`src/rtl/axi_lite_mem_arbiter_pkg.sv`:
```
// Shared types and bus constants for the IFU/LSU AXI-lite memory arbiter.
package axi_arb_pkg;

    localparam int unsigned AXI_ADDR_BUS = 32;
    localparam int unsigned AXI_DATA_BUS = 32;
    localparam logic [1:0]  RESP_OKAY    = 2'b00;

    typedef enum logic [1:0] {IDLE, RD0, RD1, WR1} arb_state_e;
    typedef enum logic       {M0, M1}              mst_id_e;

endpackage

```
`src/rtl/axi_lite_mem_arbiter_rr_arb2.sv`:
```
// Two-requester round-robin picker: on a tie the requester not granted last time wins.
module rr_arb2
    import axi_arb_pkg::*;
(
    input  logic [1:0] req,
    input  mst_id_e    last_gnt,
    output logic [1:0] gnt
);

    always_comb begin
        gnt = req;
        if (req == 2'b11) begin
            gnt = (last_gnt == M0) ? 2'b10 : 2'b01;
        end
    end

endmodule

```
`src/rtl/axi_lite_mem_arbiter.sv`:
```
// Shares one AXI-lite SRAM slave between IFU (m0, read-only) and LSU (m1, read/write),
// one outstanding transaction at a time, grant held until the R/B handshake.
module axi_lite_mem_arbiter
    import axi_arb_pkg::*;
#(
    parameter int unsigned ADDR_W = AXI_ADDR_BUS,
    parameter int unsigned DATA_W = AXI_DATA_BUS
) (
    input  logic                clk,
    input  logic                rst,
    input  logic [ADDR_W-1:0]   m0_araddr,
    input  logic                m0_arvalid,
    output logic                m0_arready,
    output logic [DATA_W-1:0]   m0_rdata,
    output logic [1:0]          m0_rresp,
    output logic                m0_rvalid,
    input  logic                m0_rready,
    input  logic [ADDR_W-1:0]   m1_araddr,
    input  logic                m1_arvalid,
    output logic                m1_arready,
    output logic [DATA_W-1:0]   m1_rdata,
    output logic [1:0]          m1_rresp,
    output logic                m1_rvalid,
    input  logic                m1_rready,
    input  logic [ADDR_W-1:0]   m1_awaddr,
    input  logic                m1_awvalid,
    output logic                m1_awready,
    input  logic [DATA_W-1:0]   m1_wdata,
    input  logic [DATA_W/8-1:0] m1_wstrb,
    input  logic                m1_wvalid,
    output logic                m1_wready,
    output logic [1:0]          m1_bresp,
    output logic                m1_bvalid,
    input  logic                m1_bready,
    output logic [ADDR_W-1:0]   s_araddr,
    output logic                s_arvalid,
    input  logic                s_arready,
    input  logic [DATA_W-1:0]   s_rdata,
    input  logic [1:0]          s_rresp,
    input  logic                s_rvalid,
    output logic                s_rready,
    output logic [ADDR_W-1:0]   s_awaddr,
    output logic                s_awvalid,
    input  logic                s_awready,
    output logic [DATA_W-1:0]   s_wdata,
    output logic [DATA_W/8-1:0] s_wstrb,
    output logic                s_wvalid,
    input  logic                s_wready,
    input  logic [1:0]          s_bresp,
    input  logic                s_bvalid,
    output logic                s_bready
);

    arb_state_e state;
    mst_id_e    last_gnt;
    logic       ar_done, aw_done, w_done;
    logic [1:0] req, gnt;
    logic       rd0, rd1, wr;
    logic       ar_hs, r_hs, aw_hs, w_hs, b_hs, b_en;

    assign req = {m1_arvalid | m1_awvalid, m0_arvalid};

    rr_arb2 u_rr (
        .req      (req),
        .last_gnt (last_gnt),
        .gnt      (gnt)
    );

    assign rd0 = (state == RD0);
    assign rd1 = (state == RD1);
    assign wr  = (state == WR1);

    assign ar_hs = s_arvalid & s_arready;
    assign r_hs  = s_rvalid & s_rready;
    assign aw_hs = s_awvalid & s_awready;
    assign w_hs  = s_wvalid & s_wready;
    assign b_hs  = s_bvalid & s_bready;
    // B opens in the cycle the last of AW/W completes so all three can fire together.
    assign b_en  = wr & (aw_done | aw_hs) & (w_done | w_hs);

    // Read channels; ar_done stops the address being re-issued while waiting on R.
    assign s_araddr   = rd0 ? m0_araddr : (rd1 ? m1_araddr : '0);
    assign s_arvalid  = ((rd0 & m0_arvalid) | (rd1 & m1_arvalid)) & ~ar_done;
    assign m0_arready = rd0 & ~ar_done & s_arready;
    assign m1_arready = rd1 & ~ar_done & s_arready;
    assign s_rready   = (rd0 & m0_rready) | (rd1 & m1_rready);
    assign m0_rvalid  = rd0 & s_rvalid;
    assign m1_rvalid  = rd1 & s_rvalid;
    assign m0_rdata   = rd0 ? s_rdata : '0;
    assign m1_rdata   = rd1 ? s_rdata : '0;
    assign m0_rresp   = rd0 ? s_rresp : '0;
    assign m1_rresp   = rd1 ? s_rresp : '0;

    // Write channels
    assign s_awaddr   = wr ? m1_awaddr : '0;
    assign s_awvalid  = wr & m1_awvalid & ~aw_done;
    assign m1_awready = wr & ~aw_done & s_awready;
    assign s_wdata    = wr ? m1_wdata : '0;
    assign s_wstrb    = wr ? m1_wstrb : '0;
    assign s_wvalid   = wr & m1_wvalid & ~w_done;
    assign m1_wready  = wr & ~w_done & s_wready;
    assign s_bready   = b_en & m1_bready;
    assign m1_bvalid  = b_en & s_bvalid;
    assign m1_bresp   = b_en ? s_bresp : '0;

    always_ff @(posedge clk) begin
        if (rst) begin
            state    <= IDLE;
            last_gnt <= M1;
            ar_done  <= 1'b0;
            aw_done  <= 1'b0;
            w_done   <= 1'b0;
        end else begin
            unique case (state)
                IDLE: begin
                    if (gnt[0]) begin
                        state    <= RD0;
                        last_gnt <= M0;
                    end else if (gnt[1]) begin
                        state    <= m1_arvalid ? RD1 : WR1;
                        last_gnt <= M1;
                    end
                end
                RD0, RD1: begin
                    if (r_hs) begin
                        state   <= IDLE;
                        ar_done <= 1'b0;
                    end else if (ar_hs) begin
                        ar_done <= 1'b1;
                    end
                end
                WR1: begin
                    if (b_hs) begin
                        state   <= IDLE;
                        aw_done <= 1'b0;
                        w_done  <= 1'b0;
                    end else begin
                        if (aw_hs) aw_done <= 1'b1;
                        if (w_hs)  w_done  <= 1'b1;
                    end
                end
                default: state <= IDLE;
            endcase
        end
    end

endmodule

```
`config.mk`:
```
export PLATFORM = sky130hd
export DESIGN_NAME = axi_lite_mem_arbiter
export DESIGN_NICKNAME = d
export VERILOG_FILES = /design/src/rtl/axi_lite_mem_arbiter_pkg.sv /design/src/rtl/axi_lite_mem_arbiter_rr_arb2.sv /design/src/rtl/axi_lite_mem_arbiter.sv
export SDC_FILE = /design/constraint.sdc
export NUM_CORES = 1
export LEC_CHECK = 0
export CAP_MARGIN = 20
export CORE_AREA = 5 5 139 141
export CTS_CLUSTER_DIAMETER = 40
export DETAILED_ROUTE_END_ITERATION = 10
export DIE_AREA = 0 0 144 146
export GPL_ROUTABILITY_DRIVEN = 0
export MAX_ROUTING_LAYER = met4
export PLACE_DENSITY = 0.57
export SYNTH_ARGS = -nofsm -noshare
export SYNTH_HDL_FRONTEND = slang
export SYNTH_SLANG_ARGS = --single-unit
```
`constraint.sdc`:
```
create_clock -name clk -period 3.4 [get_ports clk]
set_input_delay 0.68 -clock clk [delete_from_list [all_inputs] [get_ports clk]]
set_output_delay 0.68 -clock clk [all_outputs]
set_load 0.05 [all_outputs]
```
==> impl_metrics.ini <==
[floorplanning]
io_pins = 364
rows = 49
dieArea_um2 = 21000
coreArea_um2 = 17800
die_y_um = 146
die_x_um = 144
initial_utilization_pct = 9.75

[cells_and_area]
syn2layout_area_growth_pct = 246
fill_cells = 1825
n_antenna_cell = 0
utilization_pct = 33.8
drive_gt1_share_pct = 10.8
layout.cells.non_filler = 829
final_nets = 788
regArea_um2 = 120
multiInputGateArea_um2 = 1520

[yosys]
synth.cells.most_frequent = 145 x and2_1, 33 x a22o_1, 19 x clkbuf_1
synth_seq_cells = 6
syn_avg_cell_area_um2 = 6.90
synth_compound_area_share_pct = 23.7
ys_seq_area_share_pct = 6.91
synth_nets = 438
synthAdderAreaFrac_pct = 2.88
synth_mux_area_share_pct = 0
synth-warning-count = 0
synth_xor_area_share_pct = 0
synth_cell_types = 30
synth_top_family_by_area = simple AND/OR/NAND/NOR gates
async_flop_share_pct = 0
syn_inst = 252
synth_area_um2 = 1740
synth.largest_area_cell = and2_1
synth_top_flop_cell = dfxtp_1
yosysTopAreaCellShare_pct = 52.2
post-synth-top-count-cell = and2_1
yosys.area_share.simple_pct = 60.2
synth_area_leaders = and2_1 52%, a22o_1 17%, dfxtp_1 6.9%
synth-edff-count = 0

[timing]
slew_headroom_pct = 63.8
worst_pin_slew_ns = 0.541
setup_viol = 0
setup_tns_ns = 0
worst_slack_ns = 0.470
drv_slew = 0
rsz0062_at_grt = false
period_share_pct = 86.2
finClkSkew_ns = 0.00154
fin_crit_ns = 2.93
hold_viol = 0
fmax_mhz = 341

[power]
max-vdd-ir-drop_mv = 0.464
p_switching_w = 0.00259
p_sw_share_pct = 57.4
power_frac_clock_pct = 4.3
total_leakage_power_nw = 2.34
power_frac_seq_pct = 2.4
p_int_w = 0.00193
comb_power_share_pct = 93.3
finalPower_w = 0.00452
powerDensity_nw_per_um2 = 751

[route]
drc = 0
wl_met3_um = 1620
first_pass_iters = 4
vias = 3203
wl_per_cell_um = 17.2
routed.top_layer = met4
vias_per_cell = 3.86
drt_wl_total_um = 14300
wl_met1_um = 5480
ant_nets = 0
wl_met2_um = 7150
drt_iter0_drc = 50

[worst_setup_path]
startpoint_type = input pin
reg2reg_from = state[1]
worstPathRequired_ns = 2.72
cp.arrival_ns = 2.25
setup.worst_path.start = s_rvalid
crit_type = input pin to output port
cp-end-kind = output port
critPathMaxFanout = 4

[global_routing]
antenna_found_initial = 0
grt_use_total_pct = 12.8
grt_pass1_wl_um = 20400
grt_pass1_vias = 3501
grt_max_degree = 76
grt.overflow.total = 0

[placement]
dp.cells = 826
hpwl_um = 12700
io_buffers = 363
post-place-ws_ns = 0.463

[worst_hold_path]
holdCritStartpoint = last_gnt
hold_class = register to register

[cts]
ctsHoldBuffers = 0
root_buffer = clkbuf_16
clk_pin_slew_ns = 0.04
cts_buffers = 3
cts_sinks = 6
htreeDepth = 1
clock_path_buffers = 2
cts_tree = done
cts_resized = 0
insertion_delay_ns = 0.23
cts_setup_buffers = 0

[run_status]
status = complete, no violations

[run]
cap_violations = 0
[per-layer routing]
metal	track usage, %	vias up
li1	-	1539
met1	14.3	1440
met2	23.4	220
met3	3.45	4
met4	1.13	0
met5	-	-
[metrics by stage]
stage	hold WS [ns]	area, um2
2_1_floorplan	0.452	1740
3_3_place_gp	0.466	5950
3_5_place_dp	0.501	5950
4_1_cts	0.512	6030
5_1_grt	0.543	6030
6_report	0.505	6030
[flip-flops by register name (all words and copies together), names as in the netlist]
register / cells
ar_done: 1
state: 2
aw_done: 1
w_done: 1
last_gnt: 1
[cell families (layout without fill, tap and decap cells)]
| family | count (synthesis) | in the layout |
|---|---|---|
| DFF | 6 | 6 |
| AOI/OAI and AO/OA | 48 | 48 |
| buffers and inverters | 27 | 375 |
| adders and majority gates | 4 | 4 |
| and+or+nand+nor | 167 | 167 |
[worst paths after layout]
path	depth (start not counted)	slack [ns]	endpoint
worst max-delay path	3	0.47	m0_rvalid
worst min-delay path	2	0.51	last_gnt
worst max register to register	7	1.35	state[1]
worst min register to register	2	0.51	last_gnt
[placed cells by master, fill, tap and decap left out, drive strengths merged, types with 3 or more instances in the layout]
| cell | netlist | final |
|---|---|---|
| a22o | 34 | 34 |
| nand2 | 3 | 3 |
| clkdlybuf4s50 | 0 | 313 |
| nor2 | 3 | 3 |
| and3b | 4 | 4 |
| dfxtp | 6 | 6 |
| clkbuf | 19 | 3 |
| nor2b | 3 | 3 |
| inv | 3 | 3 |
| ha | 4 | 4 |
| and2 | 145 | 145 |
| buf | 5 | 56 |
[cell type report]
cell class	instances	area share (%)
Timing Repair Buffer	369	66.7
Multi-Input combinational cell	219	25.2
Tap cell	229	4.75
Sequential cell	6	1.99
Clock buffer	3	1.25
Inverter	3	0.187
[critical path: stages]
cell and delay, ns:
clkdlybuf4s50_1 0.60, and2_1 0.17, clkdlybuf4s50_1 0.80
[power by group through the flow]
stage	registers, W	logic [W]	clock network, W
final	0.000108	0.00422	0.000194
after global routing	0.000112	0.00440	0.000205
after CTS	0.000108	0.00428	0.000199
after detailed placement	0.000109	0.00426	0
after global placement	0.000106	0.00424	0
after floorplan	0.000104	0.00243	0
Power figures use the tool's default switching activity.
